## config.mk

```make
export PLATFORM = sky130hd
export DESIGN_NAME = x_uart_rx_deframer
export DESIGN_NICKNAME = d
export VERILOG_FILES = /design/src/rtl/x_uart_pkg.sv /design/src/rtl/x_frame_buf.sv /design/src/rtl/x_uart_rx_deframer.sv
export SDC_FILE = /design/constraint.sdc
export NUM_CORES = 1
export LEC_CHECK = 0
export ABC_AREA = 1
export CAP_MARGIN = 20
export CORE_MARGIN = 4
export CORE_UTILIZATION = 45
export CTS_BUF_LIST = sky130_fd_sc_hd__clkbuf_4
export DETAILED_ROUTE_END_ITERATION = 10
export PLACE_DENSITY = 0.69
export SKIP_LAST_GASP = 1
export SLEW_MARGIN = 20
export SYNTH_ARGS = -nofsm -noshare
export SYNTH_HDL_FRONTEND = slang
export SYNTH_SLANG_ARGS = --single-unit
```

## constraint.sdc

```tcl
create_clock -name i_clk -period 2.6 [get_ports i_clk]
set_clock_uncertainty 0.05 [all_clocks]
set_input_delay 0.52 -clock i_clk [delete_from_list [all_inputs] [get_ports i_clk]]
set_output_delay 0.52 -clock i_clk [all_outputs]
set_load 0.01 [all_outputs]
```

## src/rtl/x_uart_pkg.sv

```systemverilog
// Shared constants, state encoding and timeout sizing for the UART receive deframer.
package x_uart_pkg;

   localparam logic [7:0] SOF = 8'hA5;

   typedef enum logic [2:0] {IDLE, LEN, PAYLOAD, CHK, DRAIN} deframer_state_t;

   // A UART byte occupies 10 bit times (start + 8 data + stop).
   function automatic int tmo_cycles(input longint clk_hz, input longint baud, input longint bytes);
      return int'((bytes * 64'sd10 * clk_hz) / baud);
   endfunction

endpackage

```

## src/rtl/x_frame_buf.sv

```systemverilog
// Single-frame payload store: one synchronous write port, one asynchronous read port.
// Write lands at the rising edge; read reflects the current contents combinationally.
module x_frame_buf #(
   parameter int p_depth = 16,
   parameter int p_aw    = 4
) (
   input  logic            i_clk,
   input  logic            i_we,
   input  logic [p_aw-1:0] i_waddr,
   input  logic [7:0]      i_wdata,
   input  logic [p_aw-1:0] i_raddr,
   output logic [7:0]      o_rdata
);

   logic [7:0] mem [p_depth];

   always_ff @(posedge i_clk) begin
      if (i_we) mem[i_waddr] <= i_wdata;
   end

   assign o_rdata = mem[i_raddr];

endmodule

```

## src/rtl/x_uart_rx_deframer.sv

```systemverilog
// Hunts SOF/LEN/payload/CHK frames in the received byte stream and releases verified payloads.
// o_valid rises one cycle after the CHK byte; the input cannot stall, so bytes arriving during DRAIN are dropped.
module x_uart_rx_deframer
   import x_uart_pkg::*;
#(
   parameter int p_clk_hz        = 1000000,
   parameter int p_baud          = 115200,
   parameter int p_max_len       = 16,
   parameter int p_timeout_bytes = 2
) (
   input  logic       i_clk,
   input  logic       i_rst,
   input  logic       i_valid,
   input  logic [7:0] i_data,
   output logic       o_valid,
   output logic [7:0] o_data,
   output logic       o_last,
   input  logic       i_accept,
   output logic       o_err_chk,
   output logic       o_err_len,
   output logic       o_err_tmo,
   output logic       o_err_ovf
);

   localparam int PW      = (p_max_len > 1) ? $clog2(p_max_len) : 1;
   localparam int TMO_CYC = tmo_cycles(p_clk_hz, p_baud, p_timeout_bytes);
   localparam int TW      = $clog2(TMO_CYC + 1);

   localparam logic [TW-1:0] TMO_LAST = TW'(TMO_CYC - 1);
   localparam logic [7:0]    MAX_LEN  = 8'(p_max_len);

   deframer_state_t state, state_nxt;

   logic [7:0]    len;
   logic [7:0]    chk;
   logic [PW-1:0] wptr;
   logic [PW-1:0] rptr;
   logic [TW-1:0] timer;
   logic [7:0]    rdata;

   logic wr_last, rd_last, counting, tmo_hit, buf_we;
   logic err_chk_nxt, err_len_nxt, err_tmo_nxt, err_ovf_nxt;

   assign wr_last  = (8'(wptr) == len - 8'd1);
   assign rd_last  = (8'(rptr) == len - 8'd1);
   assign counting = (state == LEN) || (state == PAYLOAD) || (state == CHK);
   assign tmo_hit  = counting && !i_valid && (timer == TMO_LAST);
   assign buf_we   = (state == PAYLOAD) && i_valid;

   x_frame_buf #(
      .p_depth (p_max_len),
      .p_aw    (PW)
   ) u_frame_buf (
      .i_clk   (i_clk),
      .i_we    (buf_we),
      .i_waddr (wptr),
      .i_wdata (i_data),
      .i_raddr (rptr),
      .o_rdata (rdata)
   );

   always_ff @(posedge i_clk) begin
      if (!i_rst) begin
         state     <= IDLE;
         o_err_chk <= 1'b0;
         o_err_len <= 1'b0;
         o_err_tmo <= 1'b0;
         o_err_ovf <= 1'b0;
      end else begin
         state     <= state_nxt;
         o_err_chk <= err_chk_nxt;
         o_err_len <= err_len_nxt;
         o_err_tmo <= err_tmo_nxt;
         o_err_ovf <= err_ovf_nxt;
      end
   end

   always_comb begin
      state_nxt   = state;
      err_chk_nxt = 1'b0;
      err_len_nxt = 1'b0;
      err_tmo_nxt = 1'b0;
      err_ovf_nxt = 1'b0;
      case (state)
         IDLE: begin
            if (i_valid && (i_data == SOF)) state_nxt = LEN;
         end
         LEN: begin
            if (i_valid) begin
               if ((i_data != 8'd0) && (i_data <= MAX_LEN)) begin
                  state_nxt = PAYLOAD;
               end else begin
                  err_len_nxt = 1'b1;
                  state_nxt   = IDLE;
               end
            end else if (tmo_hit) begin
               err_tmo_nxt = 1'b1;
               state_nxt   = IDLE;
            end
         end
         PAYLOAD: begin
            if (i_valid) begin
               if (wr_last) state_nxt = CHK;
            end else if (tmo_hit) begin
               err_tmo_nxt = 1'b1;
               state_nxt   = IDLE;
            end
         end
         CHK: begin
            if (i_valid) begin
               if (i_data == chk) begin
                  state_nxt = DRAIN;
               end else begin
                  err_chk_nxt = 1'b1;
                  state_nxt   = IDLE;
               end
            end else if (tmo_hit) begin
               err_tmo_nxt = 1'b1;
               state_nxt   = IDLE;
            end
         end
         DRAIN: begin
            err_ovf_nxt = i_valid;
            if (i_accept && rd_last) state_nxt = IDLE;
         end
         default: state_nxt = IDLE;
      endcase
   end

   always_comb begin
      o_valid = (state == DRAIN);
      o_data  = o_valid ? rdata : 8'd0;
      o_last  = o_valid && rd_last;
   end

   // Timer restarts on every byte and only runs while a frame is being collected.
   always_ff @(posedge i_clk) begin
      if (!i_rst) begin
         len   <= 8'd0;
         chk   <= 8'd0;
         wptr  <= '0;
         rptr  <= '0;
         timer <= '0;
      end else begin
         if (i_valid || !counting || tmo_hit) timer <= '0;
         else                                 timer <= timer + 1'b1;

         case (state)
            LEN: begin
               if (i_valid) begin
                  len  <= i_data;
                  chk  <= i_data;
                  wptr <= '0;
               end
            end
            PAYLOAD: begin
               if (i_valid) begin
                  chk <= chk ^ i_data;
                  if (!wr_last) wptr <= wptr + 1'b1;
               end
            end
            CHK: begin
               if (i_valid) rptr <= '0;
            end
            DRAIN: begin
               if (i_accept && !rd_last) rptr <= rptr + 1'b1;
            end
            default: ;
         endcase
      end
   end

endmodule
```

Word level (Yosys, flattened, before mapping) --
Memories as Yosys holds them, arrays and structs flattened. A register that Yosys moved wholly into a read port is not among the register bits. Cells that the tools add are included.
Word-level totals: register bits after elaboration 39, bits in latches 0, RAM bits 128, ROM bits 0, word-level logic and storage cells 93, memories 1
Memory list:
- u_frame_buf.mem | depth 16, width 8, read ports 1, clocked after Yosys merged registers in 1, write ports 1, RTL line x_frame_buf.sv:15 | logic [7:0] mem [p_depth];
Cells by class: $add $sub $neg 4, multiply operators 0, divide/modulo/power cells 0, $lt $le $gt $ge 1, equal/unequal tests 17, shifts and indexed selects 0, muxes and demuxes 27, bitwise logic cells 3, reduce and logical (&&, ||, !) cells 30
Operators with widths (count):
- 3-bit 2-to-1 mux | 8
- 4-bit 2-to-1 mux | 6
- 8-bit 2-to-1 mux | 3
- 4-bit by 8-bit equality test with 1-bit output | 2
- 8-bit equality test (second input constant) | 2
- 4-bit case mux with 2 select lines | 2
- 8-bit case mux with 2 select lines | 1
- 3-bit case mux with 5 select lines | 1
- 3-bit AND reduction | 5
- 2-bit inequality test (second input constant) | 5
- 4-bit by 1-bit adder with 4-bit output (second input constant) | 2
- 8-bit by 1-bit adder with 8-bit output (second input constant) | 1
- 8-bit equality test | 1
- 8-bit by 5-bit <= comparator with 1-bit output (second input constant) | 1
- 1-bit logical AND | 8
- 8-bit nonzero test | 1
- 8-bit by 1-bit subtractor with 8-bit output (second input constant) | 1
- 8-bit XOR | 1
- 3-bit by 2-bit equality test with 1-bit output (second input constant) | 2
- 3-bit OR reduction | 2
- 1-bit 2-to-1 mux | 5
- 1-bit logical OR | 4
- 2-bit by 1-bit inequality test with 1-bit output (second input constant) | 2
- 2-bit AND reduction | 2
- 10 further kinds | 14

Logic depth before layout (Yosys ltp) --
depth in word-level cells 8, depth in mapped cells 14

By module --
From an unflattened synthesis, not the netlist that was laid out.
Unflattened totals: cell total of the unflattened synthesis 884, area total of the unflattened synthesis 7911.3 µm²
Modules (own cells, without submodules):
- x_frame_buf | instances 1, cells each 543, area each 5606.6 µm², seq. area each 3843.7 µm²
- x_uart_rx_deframer | instances 1, cells each 341, area each 2304.7 µm², seq. area each 780.7 µm²

Least setup slack after synthesis --
Ideal clock, no wire load.
path kind register to output, start register len[0], end output port o_last, data arrival time 1359 ps, required time 2030 ps, setup slack 671 ps, cell stages (with the launch flop) 7, cell sequence dfxtp_1 > inv_2 > ha_1 > xnor2_1 > nor2_1 > nand4_1 > nor3_1
On the way: word-level cells in the longest chain between the ends 3
Ends and longest elaborated chain:
- start, declared | RTL line x_uart_rx_deframer.sv:34 | logic [7:0] len;
- start signal, assigned | RTL line x_uart_rx_deframer.sv:151 | len <= i_data;
- 8-bit by 1-bit subtractor with 8-bit output | RTL line x_uart_rx_deframer.sv:45 | assign rd_last = (8'(rptr) == len - 8'd1);
- 4-bit by 8-bit equality test with 1-bit output | RTL line x_uart_rx_deframer.sv:45
- 1-bit logical AND | RTL line x_uart_rx_deframer.sv:133 | o_last = o_valid && rd_last;
- end, declared | RTL line x_uart_rx_deframer.sv:17 | output logic o_last,
Every way passes these cells.

==> run_results.csv <==
group,metric,value,unit
status,status,"complete, but fails checks",
status,violations,"setup timing",
yosys,syn-num-nets,719,
floorplanning,coreArea,15900,um^2
timing,layout_setup_ws,-79.7,ps
worst_setup_path,crit_buf_inv,4,
worst_setup_path,criticalPathCategory,"register to primary output",
finish,nNetsFinal,796,
finish,syn2layout_area_growth,21.3,%
cts,root_buffer,"clkbuf_4",
yosys,synth_cell_types,39,
drt,via_count,5676,
run,max-cap-violations,0,
cts,cts_max_level,4,
yosys,ys_seq_elements,171,
yosys,seq_area_frac_synth,0.640,
timing,hold_viol,0,
floorplanning,die_area,18400,um^2
yosys,yosys_warnings,0,
cts,cts_buffer_depth,2,
timing,relSlewSlack,0.673,
worst_setup_path,cp_top_family,"buffers and inverters",
cts,cts_tree,"built",
drt,firstDrtPassIters,5,
placement,hpwl,12100,um
timing,maxSlewViolCount,0,
timing,setup_viol,8,
timing,fin_crit_sh,1.03,
yosys,avgSynthCellArea,10.5,um^2
global_routing,grt_use_met2,0.338,
floorplanning,die_w,136,um
drt,drt-wirelength-per-cell,19.0,um
floorplanning,start_util,0.461,
global_routing,grt.total_usage,0.211,
global_routing,grt_pass1_wl,29600,um
timing,finalSetupTns,-292,ps
placement,placed_area,8080,um^2
yosys,syn_inst,699,
global_routing,overflow,0,
drt,routed_wl,19000,um
timing,fmax,0.373,GHz
placement,dp_slack,102,ps
cts,cts_inserted_buffers,17,
finish,final_cell_area,8910,um^2
cts,insertion_delay,550,ps
cts,clk_pin_slew,140,ps
timing,period_minus_slack,2680,ps
timing,rsz0062_at_grt,"yes",
worst_setup_path,crit_required,2030,ps
worst_setup_path,crit_path_frequent_cell,"buf_12",
global_routing,met1_usage,0.281,
placement,globalplace.congestion,0.903,
worst_setup_path,startpoint_type,"register",
finish,drive_gt1_frac,0.225,
worst_setup_path,crit_path_top_delay_cell,"dfxtp_4",
floorplanning,die_h,136,um
global_routing,antenna_found_initial,1,
global_routing,top_usage_layer,"met2",
cts,cts-hold-fix-buffers,0,
worst_setup_path,crit_chain,"buf_12 -> buf_12 -> buf_16 -> nor2_4 -> o22ai_2 -> o211ai_1 -> a21oi_2 -> buf_2",
power,ir_worst_vdd,236,uV
drt,route.detailed.drc,0,
finish,antenna_cells,0,
power,leakagePower,3.16,nW
worst_setup_path,critPathMaxStageDelay,420,ps
worst_setup_path,arrival,2110,ps
drt,drt_iter0_markers,551,
yosys,syn_area,7350,um^2
worst_setup_path,cp_max_fo,4,
finish,final_core_util,0.559,
global_routing,grt_max_degree,29,
global_routing,grt_use_met3,0.0566,
worst_setup_path,worstSetupEndpointType,"primary output",
floorplanning,rows,46,
min_path,min-delay-path-class,"register to register",
power,p_per_area,496,nW/um^2
drt,routed_via_density,5.65,
timing,worstMarginPinSlew,489,ps
cts,cts.sinks,171,
placement,portBuffers,25,
global_routing,grt_pass1_vias,5519,
drt,ant_nets,0,
floorplanning,num_io_pins,26,
## worst paths after layout
kind              cells past startpoint             startpoint                               to  slack (ps)
setup / recovery                      8               register                        o_data[1]         -80
hold / removal                        1    timer[0]$_SDFF_PP0_              timer[0]$_SDFF_PP0_         440
setup reg to reg                      7  state[1]$_SDFFE_PN0P_  u_frame_buf.mem[7][6]$_DFFE_PP_         590
hold reg to reg                       1    timer[0]$_SDFF_PP0_              timer[0]$_SDFF_PP0_         440
## cells in the final DEF (no fill, tap or decap), types with 6 or more instances in the layout
cell             Yosys  final
a21oi_1             25     20
buf_12               0      9
buf_2                7      9
buf_4                1     39
buf_6                0      6
clkbuf_4             0     19
clkdlybuf4s50_1      0     15
dfxtp_1             43     38
edfxtp_1           128    128
ha_1                 8      7
inv_1               37     34
inv_2               11     10
nand2_1             79     78
nand3_1             37     36
nor2_1             116    107
nor2_2               8     13
nor2_4               2      6
nor3_1              10      9
o211ai_1            11     11
o21ai_0             76     57
o21ai_1              2     14
o21ai_2              1      8
o221ai_1            22     19
o22ai_1             16      6
o22ai_2              0     10
xnor2_1              6      6
xor2_1               6      6
## Yosys cell counts (all sizes together)
master	count	share of area
nor2	127	0.072
nor4	3	0.0026
ha	8	0.014
inv	48	0.025
nand3	38	0.027
nand2	84	0.045
xnor2	6	0.0071
dfxtp	43	0.12
nor3	11	0.0082
nor3b	3	0.0031
o21ai	79	0.054
clkbuf	19	0.0099
o221ai	22	0.026
o22ai	16	0.014
a211oi	1	0.0010
xor2	6	0.0071
clkinv	1	0.00051
a21oi	26	0.019
buf	9	0.0063
a31oi	4	0.0034
nand4	3	0.0026
nand3b	1	0.0010
o211ai	11	0.011
edfxtp	128	0.52
or2	2	0.0017
## area by class of cell
class / instances / area (um^2)
clock buffer: 19 / 143
clock inverter: 12 / 98.8
fill: 1327 / 7030
inverter: 49 / 200
multi-input combinational: 451 / 2540
sequential: 171 / 4720
tap: 216 / 270
timing repair buffer: 86 / 941
## power breakdown
part           switching [W]  internal (W)  total [W]
clock network       0.000895      0.000486    0.00138
registers        0.000000492       0.00292    0.00292
logic              0.0000802     0.0000367   0.000117
## routing by layer
| layer | up-vias | part of all wire |
|---|---|---|
| met5 | - | 0.00037 |
| met4 | 2 | 0.020 |
| met3 | 35 | 0.076 |
| met2 | 238 | 0.48 |
| met1 | 2754 | 0.42 |
| li1 | 2647 | - |
## sequential cells by signal, summed over array words and instances, names as in the netlist, named ones only
signal           flops
rptr                 4
o_err_ovf            1
o_err_tmo            1
o_err_len            1
state                3
len                  8
u_frame_buf.mem    128
wptr                 4
chk                  8
timer                8
o_err_chk            1
## metrics by stage
step	hold WS [ps]	instances	total power, W
after floorplan	380	699	0.00302
after global placement	395	950	0.00310
after detailed placement	413	950	0.00310
after CTS	442	993	0.00445
after global routing	470	1004	0.00460
final	439	1004	0.00442
## logic make-up after synthesis
logic type	Yosys count	share of synthesized area
buffers and inverters	77	0.0412
AND/OR/NAND/NOR	272	0.162
AO/OA/AOI/OAI	159	0.129
XOR/XNOR	12	0.0143
flip-flops	171	0.640
adder cells (fa/ha/maj)	8	0.0136
## timing repair
item	in CTS	in global routing
setup buffers	6	9
endpoints found under the setup margin	9	10
resized for setup	93	41
cloned	6	3
hold endpoints to repair	0	0
pin swaps	36	28
Power figures use the tool's default switching activity.
